==> config.mk <==
export PLATFORM = sky130hd
export DESIGN_NAME = palindrome_check_sched_flat
export DESIGN_NICKNAME = d
export VERILOG_FILES = /design/src/rtl/palindrome_check_sched_pkg.sv /design/src/rtl/palindrome_check_sched_if.sv /design/src/rtl/palindrome_bits.sv /design/src/rtl/rr_arbiter.sv /design/src/rtl/palindrome_check_sched.sv /design/src/flat_wrapper.sv
export SDC_FILE = /design/constraint.sdc
export NUM_CORES = 1
export LEC_CHECK = 0
export ABC_AREA = 1
export CAP_MARGIN = 20
export CORE_MARGIN = 2
export CORE_UTILIZATION = 45
export DETAILED_ROUTE_END_ITERATION = 8
export GPL_ROUTABILITY_DRIVEN = 0
export PLACE_DENSITY = 0.81
export REMOVE_ABC_BUFFERS = 1
export SETUP_SLACK_MARGIN = 0.1
export SLEW_MARGIN = 15
export SYNTH_ARGS = -nofsm -noshare
export SYNTH_HDL_FRONTEND = slang
export SYNTH_SLANG_ARGS = --single-unit
==> constraint.sdc <==
create_clock -name clk -period 2.8 [get_ports clk]
set_input_delay 0.42 -clock clk [delete_from_list [all_inputs] [get_ports clk]]
set_output_delay 0.42 -clock clk [all_outputs]
set_load 0.1 [all_outputs]
==> src/rtl/palindrome_check_sched_pkg.sv <==
// Shared types and helpers for the palindrome checker scheduler.
// Holds the default word width, the response record and the round-robin pick function.
package palindrome_pkg;

    localparam int DEF_WIDTH = 16;
    localparam int DEF_IDW   = 2;
    localparam int MAX_NREQ  = 32;
    localparam int IDX_W     = 5;

    typedef struct packed {
        logic [DEF_IDW-1:0]   id;
        logic                 is_pal;
        logic [DEF_WIDTH-1:0] word;
    } rsp_t;

    typedef struct packed {
        logic             found;
        logic [IDX_W-1:0] index;
    } pick_t;

    // First set bit of valid at or above ptr, wrapping at nreq.
    function automatic pick_t rr_pick(input logic [MAX_NREQ-1:0] valid,
                                      input int ptr, input int nreq);
        pick_t p;
        int    idx;
        p = '0;
        for (int k = 0; k < MAX_NREQ; k++) begin
            idx = ptr + k;
            if (idx >= nreq) idx = idx - nreq;
            if (k < nreq && !p.found && valid[idx[IDX_W-1:0]]) begin
                p.found = 1'b1;
                p.index = idx[IDX_W-1:0];
            end
        end
        return p;
    endfunction

endpackage

==> src/rtl/palindrome_check_sched_if.sv <==
// Requester and response bus of the palindrome checker scheduler.
// A word or result moves on a clock edge where its valid and ready are both high;
// valid never waits on ready, and a valid holder keeps its payload until that edge.
interface palindrome_check_sched_if #(
    parameter int NREQ  = 4,
    parameter int WIDTH = 16,
    parameter int IDW   = $clog2(NREQ)
);
    logic [NREQ-1:0]       req_valid;
    logic [NREQ*WIDTH-1:0] req_data;
    logic [NREQ-1:0]       req_ready;
    logic                  rsp_valid;
    logic                  rsp_ready;
    logic [IDW-1:0]        rsp_id;
    logic                  rsp_is_pal;
    logic [WIDTH-1:0]      rsp_word;

    modport master (
        output req_valid, req_data, rsp_ready,
        input  req_ready, rsp_valid, rsp_id, rsp_is_pal, rsp_word
    );

    modport slave (
        input  req_valid, req_data, rsp_ready,
        output req_ready, rsp_valid, rsp_id, rsp_is_pal, rsp_word
    );
endinterface

==> src/rtl/palindrome_bits.sv <==
// Combinational bit-palindrome test; for odd WIDTH the middle bit is not compared.
module palindrome_bits #(
    parameter int WIDTH = 16
) (
    input  logic [WIDTH-1:0] data,
    output logic             is_pal
);
    always_comb begin
        is_pal = 1'b1;
        for (int i = 0; i < WIDTH / 2; i++) begin
            if (data[i] != data[WIDTH-1-i]) is_pal = 1'b0;
        end
    end
endmodule

==> src/rtl/rr_arbiter.sv <==
// Round-robin arbiter: one-hot grant searched from ptr upward, ptr moves past each winner.
module rr_arbiter
    import palindrome_pkg::*;
#(
    parameter int NREQ = 4,
    parameter int IDW  = $clog2(NREQ)
) (
    input  logic            clk,
    input  logic            rst_n,
    input  logic [NREQ-1:0] req_valid,
    input  logic            enable,
    output logic [NREQ-1:0] grant,
    output logic [IDW-1:0]  grant_idx,
    output logic            grant_any,
    output logic [IDW-1:0]  ptr
);
    logic [MAX_NREQ-1:0] valid_ext;
    pick_t               pick;

    always_comb begin
        valid_ext            = '0;
        valid_ext[NREQ-1:0]  = req_valid;
        pick                 = rr_pick(valid_ext, int'(ptr), NREQ);
        grant_any            = enable && pick.found;
        grant_idx            = pick.index[IDW-1:0];
        grant                = '0;
        if (grant_any) grant[grant_idx] = 1'b1;
    end

    always_ff @(posedge clk or negedge rst_n) begin
        if (!rst_n) begin
            ptr <= '0;
        end else if (grant_any) begin
            ptr <= (grant_idx == IDW'(NREQ - 1)) ? '0 : grant_idx + 1'b1;
        end
    end
endmodule

==> src/rtl/palindrome_check_sched.sv <==
// Shares one palindrome_bits checker between NREQ requesters through a round-robin
// arbiter; results sit in a one-entry register with valid/ready backpressure.
module palindrome_check_sched
    import palindrome_pkg::*;
#(
    parameter int WIDTH = DEF_WIDTH,
    parameter int NREQ  = 4,
    parameter int CNTW  = 16
) (
    input  logic                     clk,
    input  logic                     rst_n,
    palindrome_check_sched_if.slave  bus,
    output logic [CNTW-1:0]          hit_count,
    output logic [$clog2(NREQ)-1:0]  dbg_ptr
);
    localparam int IDW = $clog2(NREQ);

    logic             slot_free;
    logic             grant_any;
    logic [IDW-1:0]   grant_idx;
    logic [WIDTH-1:0] sel_word;
    logic             sel_pal;

    logic             rsp_valid;
    logic [IDW-1:0]   rsp_id;
    logic             rsp_is_pal;
    logic [WIDTH-1:0] rsp_word;

    // Slot is free when empty or being drained this cycle; reset blocks all grants.
    assign slot_free = !rsp_valid || bus.rsp_ready;

    rr_arbiter #(.NREQ(NREQ), .IDW(IDW)) u_arb (
        .clk       (clk),
        .rst_n     (rst_n),
        .req_valid (bus.req_valid),
        .enable    (slot_free && rst_n),
        .grant     (bus.req_ready),
        .grant_idx (grant_idx),
        .grant_any (grant_any),
        .ptr       (dbg_ptr)
    );

    assign sel_word = bus.req_data[grant_idx*WIDTH +: WIDTH];

    palindrome_bits #(.WIDTH(WIDTH)) u_chk (
        .data   (sel_word),
        .is_pal (sel_pal)
    );

    always_ff @(posedge clk or negedge rst_n) begin
        if (!rst_n) begin
            rsp_valid  <= 1'b0;
            rsp_id     <= '0;
            rsp_is_pal <= 1'b0;
            rsp_word   <= '0;
        end else if (grant_any) begin
            rsp_valid  <= 1'b1;
            rsp_id     <= grant_idx;
            rsp_is_pal <= sel_pal;
            rsp_word   <= sel_word;
        end else if (bus.rsp_ready) begin
            rsp_valid  <= 1'b0;
        end
    end

    always_ff @(posedge clk or negedge rst_n) begin
        if (!rst_n) begin
            hit_count <= '0;
        end else if (rsp_valid && bus.rsp_ready && rsp_is_pal && (hit_count != '1)) begin
            hit_count <= hit_count + 1'b1;
        end
    end

    assign bus.rsp_valid  = rsp_valid;
    assign bus.rsp_id     = rsp_id;
    assign bus.rsp_is_pal = rsp_is_pal;
    assign bus.rsp_word   = rsp_word;
endmodule
==> src/flat_wrapper.sv <==
// flat-port wrapper written by rule: the top's interface ports become plain ports
module palindrome_check_sched_flat import palindrome_pkg::*;
#(
    parameter int WIDTH = DEF_WIDTH,
    parameter int NREQ  = 4,
    parameter int CNTW  = 16
)
  (clk, rst_n, hit_count, dbg_ptr, bus_req_valid, bus_req_data, bus_rsp_ready, bus_req_ready, bus_rsp_valid, bus_rsp_id, bus_rsp_is_pal, bus_rsp_word);
  palindrome_check_sched_if #(.NREQ(NREQ), .WIDTH(WIDTH)) bus_i ();
  input  logic clk;
  input  logic rst_n;
  output logic [CNTW-1:0] hit_count;
  output logic [$clog2(NREQ)-1:0] dbg_ptr;
  input wire logic [$bits(bus_i.req_valid)-1:0] bus_req_valid;
  input wire logic [$bits(bus_i.req_data)-1:0] bus_req_data;
  input wire logic [$bits(bus_i.rsp_ready)-1:0] bus_rsp_ready;
  output wire logic [$bits(bus_i.req_ready)-1:0] bus_req_ready;
  output wire logic [$bits(bus_i.rsp_valid)-1:0] bus_rsp_valid;
  output wire logic [$bits(bus_i.rsp_id)-1:0] bus_rsp_id;
  output wire logic [$bits(bus_i.rsp_is_pal)-1:0] bus_rsp_is_pal;
  output wire logic [$bits(bus_i.rsp_word)-1:0] bus_rsp_word;
  assign bus_i.req_valid = bus_req_valid;
  assign bus_i.req_data = bus_req_data;
  assign bus_i.rsp_ready = bus_rsp_ready;
  assign bus_req_ready = bus_i.req_ready;
  assign bus_rsp_valid = bus_i.rsp_valid;
  assign bus_rsp_id = bus_i.rsp_id;
  assign bus_rsp_is_pal = bus_i.rsp_is_pal;
  assign bus_rsp_word = bus_i.rsp_word;
  palindrome_check_sched #(.WIDTH(WIDTH), .NREQ(NREQ), .CNTW(CNTW)) u_core (.clk(clk), .rst_n(rst_n), .bus(bus_i), .hit_count(hit_count), .dbg_ptr(dbg_ptr));
endmodule
==> summary.txt, run 1 <==
Outcome
  • Status: finished, violations left
  • Failing checks: setup timing

Timing
  • Relative slew slack: between 60% and 70%
  • Final setup fails: 3
  • Period utilization: 100.7%
  • Fmax: roughly 0.35 GHz
  • Hold Fails Final Rpt: 0
  • Minimum clock period: 2.819 ns
  • Slew @ Worst Pin: 0.4806 ns
  • Hold WS: 0.2280 ns
  • Final setup margin: -0.01883 ns
  • Final Slew Violations: 0
  • Final Skew: between 0.007 and 0.008 ns
  • Unrepaired setup endpoints after global routing: yes

Global route
  • First-pass GRT wire length: approximately 15,000 um
  • Largest net degree at the start of global routing: 39
  • Overflow after GRT: 0
  • Tot GR Track Use: between 20 and 25%
  • Vias in the first global route: roughly 3,400
  • Initial antenna violation count: 0

Final layout
  • Commonest non-fill, non-tap cell in the layout: nand2_1
  • Synth-to-layout area growth: 55.84%
  • Proportion of layout cells with a drive suffix above 1: 21.28%
  • Most frequent cells in the layout: nand2_1 (172), clkdlybuf4s50_1 (69), buf_4 (65), inv_1 (55), dfrtp_1 (38)
  • Antenna Cells: 0
  • Final Non-Filler Cells: approximately 700
  • # nets final: 691
  • Post-layout util: a little under three quarters
  • Fillers: 551

Detailed routing
  • Ratio of routed vias to standard cells: ~5.2
  • DRC: 0
  • DR WL/cell: around 14 um
  • Routed Antenna Nets: 0
  • 1st-pass router iterations: 4
  • Post-Route WL: roughly 9400 um
  • Via count: about 3,600
  • Starting DRT DRC Count: 164

Yosys
  • Warnings from Yosys: 0
  • Synth Register Bits: 38
  • Register area share after synthesis: 30.93%
  • Post-synth EDFFs: 0
  • Post-synthesis cell count: 480
  • Main synth FF type: dfrtp_1
  • Post-synth ARST share: 100.0%
  • Syn Std Cell Area: approximately 3000 um2
  • Synth cell types: 30
  • Synthesized area per cell: between 6 and 7 um2

Floorplan
  • Core outline area: ~6700 um2
  • Die Area: between 7000 and 8000 um2
  • I/O pins: roughly 110
  • Die span in x: approximately 87 um
  • Die Y-Extent: between 80 and 90 um
  • Number of placement rows: 30
  • Initial core utilization: about 46%

Clock tree
  • CTS tree: done
  • Skew-Pair Late Insertion Delay: 0.29 ns
  • Max Root-Sink Buffers: 2
  • Inserted Clock Buffers: 5
  • H-tree levels: 2
  • Clk sinks: 38
  • Post-CTS Hold Buffers: 0
  • Clock-pin slew on the worst setup and hold paths: around 0.080 ns
  • Clock root cell: clkbuf_8

Worst hold path
  • Hold Crit Class: input pin to async pin

Placed design
  • Setup WS pre-CTS: -0.05980 ns
  • PortBufs: ~110
  • Post-DP HPWL: 6520 um
  • Placed Cells: about 670

Critical path
  • Startpoint types: flip-flop
  • Reg2Reg Setup Slack: approximately 0.12 ns
  • Crit Path Category: flip-flop to output port
  • Crit path capture type: output port
  • Crit Path Max Fanout: 6
  • CP startpoint: u_core.u_arb.ptr[0]
  • R2r startpoint: u_core.u_arb.ptr[0]
  • CP Data Required Time: approximately 2.4 ns
  • Critical Path AT: approximately 2.4 ns

Job
  • MaxCap Viol Count: 0
[worst paths after layout]
kind | to | depth (start not counted)
max | bus_req_ready[1] | 15
min | u_core.u_arb.ptr[0] | 2
max reg2reg | u_core.bus.rsp_is_pal | 24
min reg2reg | u_core.bus.rsp_word[12] | 2
max in group asynchronous | u_core.hit_count[10] | 2
min in group clk | u_core.bus.rsp_word[12] | 2
[worst max-delay path: stages, from the launching register on]
cell     delay, ns
dfrtp_1       0.39
inv_2         0.07
ha_4          0.30
inv_4         0.05
nand3_4       0.07
nand3_4       0.13
buf_6         0.15
inv_2         0.04
nand2_2       0.05
nand3_4       0.11
nand2_4       0.06
nor2_4        0.16
ha_4          0.15
inv_2         0.04
nor2_4        0.13
buf_12        0.18
[routing by layer]
layer,up-vias,track usage (%),wire length (um)
met4,0,7.813,209
li1,1787,-,-
met2,144,42.31,4712
met3,20,4.762,547
met5,-,0,0
met1,1628,30.44,3940
[cell families (layout without fill, tap and decap cells)]
group	after synthesis	count (layout)	share of synthesized area, %
AO/OA/AOI/OAI	45	45	8.344
flip-flops	38	38	30.93
AND/OR/NAND/NOR	283	283	40.33
multiplexers	1	1	0.3663
XOR/XNOR	15	15	4.274
adder cells (fa/ha/maj)	10	10	4.070
buffers and inverters	88	219	11.68
[cells in the mapped netlist, types with 2 or more instances]
library cell    n  area (um2)
clkbuf_1        3       11.26
xnor2_1         7       61.31
o211ai_1       10       75.07
nor2_1         20       75.07
dfrtp_1        38       950.9
ha_1           10       125.1
a21oi_1         3       15.01
o21ai_1        10       50.05
nand3_1        43       215.2
inv_1          61       229.0
nor3_1          4       20.02
inv_2           4       15.01
xor2_1          8       70.07
nand3_2         4       40.04
buf_2          17       85.08
o21ai_0        19       95.09
buf_4           2       15.01
nand4_1        25       156.4
nand2_1       181       679.4
[area by class of cell]
type                       instances  area [um2]  share of cell area, %
timing repair buffer             145        1349                  28.15
tap                               80       100.1                  2.089
inverter                          66       255.2                  5.328
multi-input combinational        354        1993                  41.60
clock buffer                       6       82.58                  1.724
sequential                        38       950.9                  19.85
clock inverter                     2       60.06                  1.254
[state kept, by name, indices dropped and copies added, names as in the netlist]
signal / flops
u_core.bus.rsp_id: 2
u_core.u_arb.ptr: 2
u_core.bus.rsp_word: 16
u_core.bus.rsp_is_pal: 1
u_core.bus.rsp_valid: 1
u_core.hit_count: 16
[per-stage QoR]
stage / area [um2] / setup TNS (ns)
detailed placement: 4284 / -0.1198
floorplan: 2963 / -31.24
CTS: 4646 / 0
global route: 4791 / -0.4485
finish: 4791 / -0.03645
global placement: 4284 / 0
[timing repair]
item	CTS	global route
hold endpoints to repair	0	0
gates resized for setup	34	27
setup buffers	12	4
setup endpoints to repair	5	5
cloned	0	0
pin swaps	15	17
Power of run 1 is left out: the tool's default activity adds up to more than one toggle a clock period on the data nets, which glitch-free logic cannot reach.
==> inputs of run 2 (changes only) <==
--- a/config.mk
+++ b/config.mk
@@ -6,7 +6,7 @@
 export NUM_CORES = 1
 export LEC_CHECK = 0
 export ABC_AREA = 1
-export CAP_MARGIN = 20
+export CAP_MARGIN = 15
 export CORE_MARGIN = 2
 export CORE_UTILIZATION = 45
 export DETAILED_ROUTE_END_ITERATION = 8
==> results of run 2 <==
Final layout, timing and power as in run 1 (identical DEF).
Power of run 2 is left out for the same reason.
==> inputs of run 3 (changes only) <==
--- a/config.mk
+++ b/config.mk
@@ -12,6 +12,7 @@
 export DETAILED_ROUTE_END_ITERATION = 8
 export GPL_ROUTABILITY_DRIVEN = 0
 export PLACE_DENSITY = 0.81
+export RECOVER_POWER = 25
 export REMOVE_ABC_BUFFERS = 1
 export SETUP_SLACK_MARGIN = 0.1
 export SLEW_MARGIN = 15
==> summary.txt, run 3 (synthesis gave the netlist of run 1 again) <==
Clock tree
  • H-tree levels: 2 (unchanged)
  • Clock root cell: clkbuf_8
  • Clock-pin slew on the worst setup and hold paths: 0.08 ns (about the same)
  • Max Root-Sink Buffers: 2 (unchanged)
  • Clk sinks: 38 (unchanged)
  • Inserted Clock Buffers: 5 (unchanged)
  • CTS tree: done
  • Skew-Pair Late Insertion Delay: 0.29 ns (about the same)

Outcome
  • Status: finished, violations left
  • Failing checks: capacitance limit, slew limit, setup timing

Critical path
  • Crit Path Category: flip-flop to output port
  • Startpoint types: flip-flop
  • R2r worst-path depth: 24 (unchanged)
  • Critical-path cell list: inv_2 -> ha_4 -> inv_4 -> nand3_4 -> nand3_4 -> buf_6 -> inv_2 -> nand2_2 -> nand3_4 -> nand2_4 -> nor2_4 -> ha_4 -> inv_2 -> nor2_4 -> buf_12
  • CP max-delay cell: dfrtp_1
  • Crit path capture type: output port
  • Slowest cell delay on critical path: 0.39 ns (about the same)
  • RR Endpoint: u_core.bus.rsp_is_pal
  • R2r startpoint: u_core.u_arb.ptr[0]
  • Crit Path Max Fanout: 6 (unchanged)
  • Reg2Reg Setup Slack: 0.12 ns (about the same)
  • CP Data Required Time: 2.38 ns (about the same)
  • Critical Path AT: 2.40 ns (about the same)

Final layout
  • Proportion of layout cells with a drive suffix above 1: 21.11% (-0.16 points)
  • Most frequent cells in the layout: nand2_1 (172), clkdlybuf4s50_1 (69), buf_4 (64), inv_1 (55), dfrtp_1 (38)
  • Antenna Cells: 0 (unchanged)
  • Fillers: 553 (+0.36%)
  • Commonest non-fill, non-tap cell in the layout: nand2_1
  • Synth-to-layout area growth: 55.72% (about the same)
  • Biggest regs: u_core.bus.rsp_word (16), u_core.hit_count (16)
  • Final Non-Filler Cells: 691 (unchanged)
  • # nets final: 691 (unchanged)

Floorplan
  • Core outline area: 6719 um2 (unchanged)
  • Die Area: 7509 um2 (unchanged)
  • I/O pins: 113 (unchanged)
  • Initial core utilization: 45.75% (unchanged)
  • Die span in x: 86.66 um (unchanged)
  • Number of placement rows: 30 (unchanged)
  • Die Y-Extent: 86.66 um (unchanged)

Timing
  • Fmax: 0.3551 GHz (about the same)
  • Minimum clock period: 2.816 ns (-0.002644 ns)
  • Final setup fails: 3 (unchanged)
  • Final Skew: 0.007155 ns (-0.0004559 ns)
  • Final Slew Violations: 39 (+39)
  • Final setup margin: -0.01619 ns (+0.002644 ns)
  • Period utilization: 100.6% (about the same)
  • Setup total negative slack: -0.03336 ns (+0.003081 ns)
  • Slew @ Worst Pin: 2.033 ns (+1.552 ns)
  • Hold Fails Final Rpt: 0 (unchanged)
  • Unrepaired setup endpoints after global routing: yes
  • Relative slew slack: -35.54% (-100 points)

Global route
  • Grt met1 use: 30.44% (unchanged)
  • Vias in the first global route: 3,387 (unchanged)
  • Tot GR Track Use: 24.40% (unchanged)
  • Busiest grt layer: met2
  • Largest net degree at the start of global routing: 39 (unchanged)
  • Initial antenna violation count: 0 (unchanged)
  • Met3 track demand over resource: 4.762% (unchanged)
  • First-pass GRT wire length: 14,930 um (unchanged)
  • Overflow after GRT: 0 (unchanged)
  • Met2 Track Usage GR: 42.31% (unchanged)

Worst hold path
  • Hold_sp: u_core.bus.rsp_word[12]
  • Worst Hold Depth: 2
  • Hold Crit Class: flip-flop to flip-flop
  • Hold Path Sink: u_core.bus.rsp_word[12]

Detailed routing
  • Routed Antenna Nets: 0 (unchanged)
  • Via count: 3,594 (+0.42%)
  • DRC: 0 (unchanged)
  • 1st-pass router iterations: 5 (+1)
  • DR WL/cell: 13.62 um (about the same)
  • Ratio of routed vias to standard cells: 5.201 (+0.42%)
  • Starting DRT DRC Count: 164 (unchanged)
  • Post-Route WL: 9413 um (about the same)

Placed design
  • Placed Cells: 668 (unchanged)
  • Post-DP HPWL: 6520 um (unchanged)
  • Setup WS pre-CTS: -0.05980 ns (unchanged)
  • PortBufs: 112 (unchanged)

Job
  • MaxCap Viol Count: 1 (+1)
## run 3: area by class of cell
class | count | area [um2] | share of cell area [%]
multi-input cells | 354 | 1993 | 41.64
repair buffers | 145 | 1345 | 28.10
flip-flops and latches | 38 | 950.9 | 19.86
inverters | 66 | 255.2 | 5.332
well taps | 80 | 100.1 | 2.091
clock buffers | 6 | 82.58 | 1.725
clock inverters | 2 | 60.06 | 1.255
## run 3: timing repair
action,CTS,global route
pin swaps,15,17
setup endpoints to repair,5,5
hold buffers,0,0
resized for setup,34,27
endpoints found under the hold margin,0,0
setup buffers,12,4
## run 3: worst max-delay path by stage
stage,from,endpoint,slack (ns)
5_1_grt,u_core.u_arb.ptr[0],bus_req_ready[2],-0.12
3_5_place_dp,bus_req_valid[2],bus_req_ready[0],-0.06
2_1_floorplan,u_core.u_arb.ptr[0],bus_req_ready[0],-2.37
6_report,u_core.u_arb.ptr[0],bus_req_ready[1],-0.02
4_1_cts,u_core.u_arb.ptr[0],bus_req_ready[3],0.03
3_3_place_gp,bus_req_valid[3],bus_req_ready[0],0.01
## run 3: critical path, delay by kind of cell (launching register included)
kind	cells	cell delay, ns
adders and majority gates	2	0.45
DFF	1	0.39
buffers and inverters	6	0.53
and+or+nand+nor	7	0.71
## run 3: per-layer routing
layer	share of wire, %	vias up
li1	-	1790
met1	42	1645
met2	50	139
met3	5.9	20
met4	2.2	0
met5	0	-
## run 3: metrics by stage
| step | hold slack, ns | cell area, um2 | utilization, % |
|---|---|---|---|
| floorplan | 0.1244 | 2963 | - |
| global placement | 0.4738 | 4284 | 63.76 |
| detailed placement | 0.4743 | 4284 | 63.76 |
| CTS | 0.2264 | 4646 | 69.14 |
| global route | 0.5115 | 4787 | 71.25 |
| finish | 0.4884 | 4787 | 71.25 |
Power of run 3 is left out for the same reason.
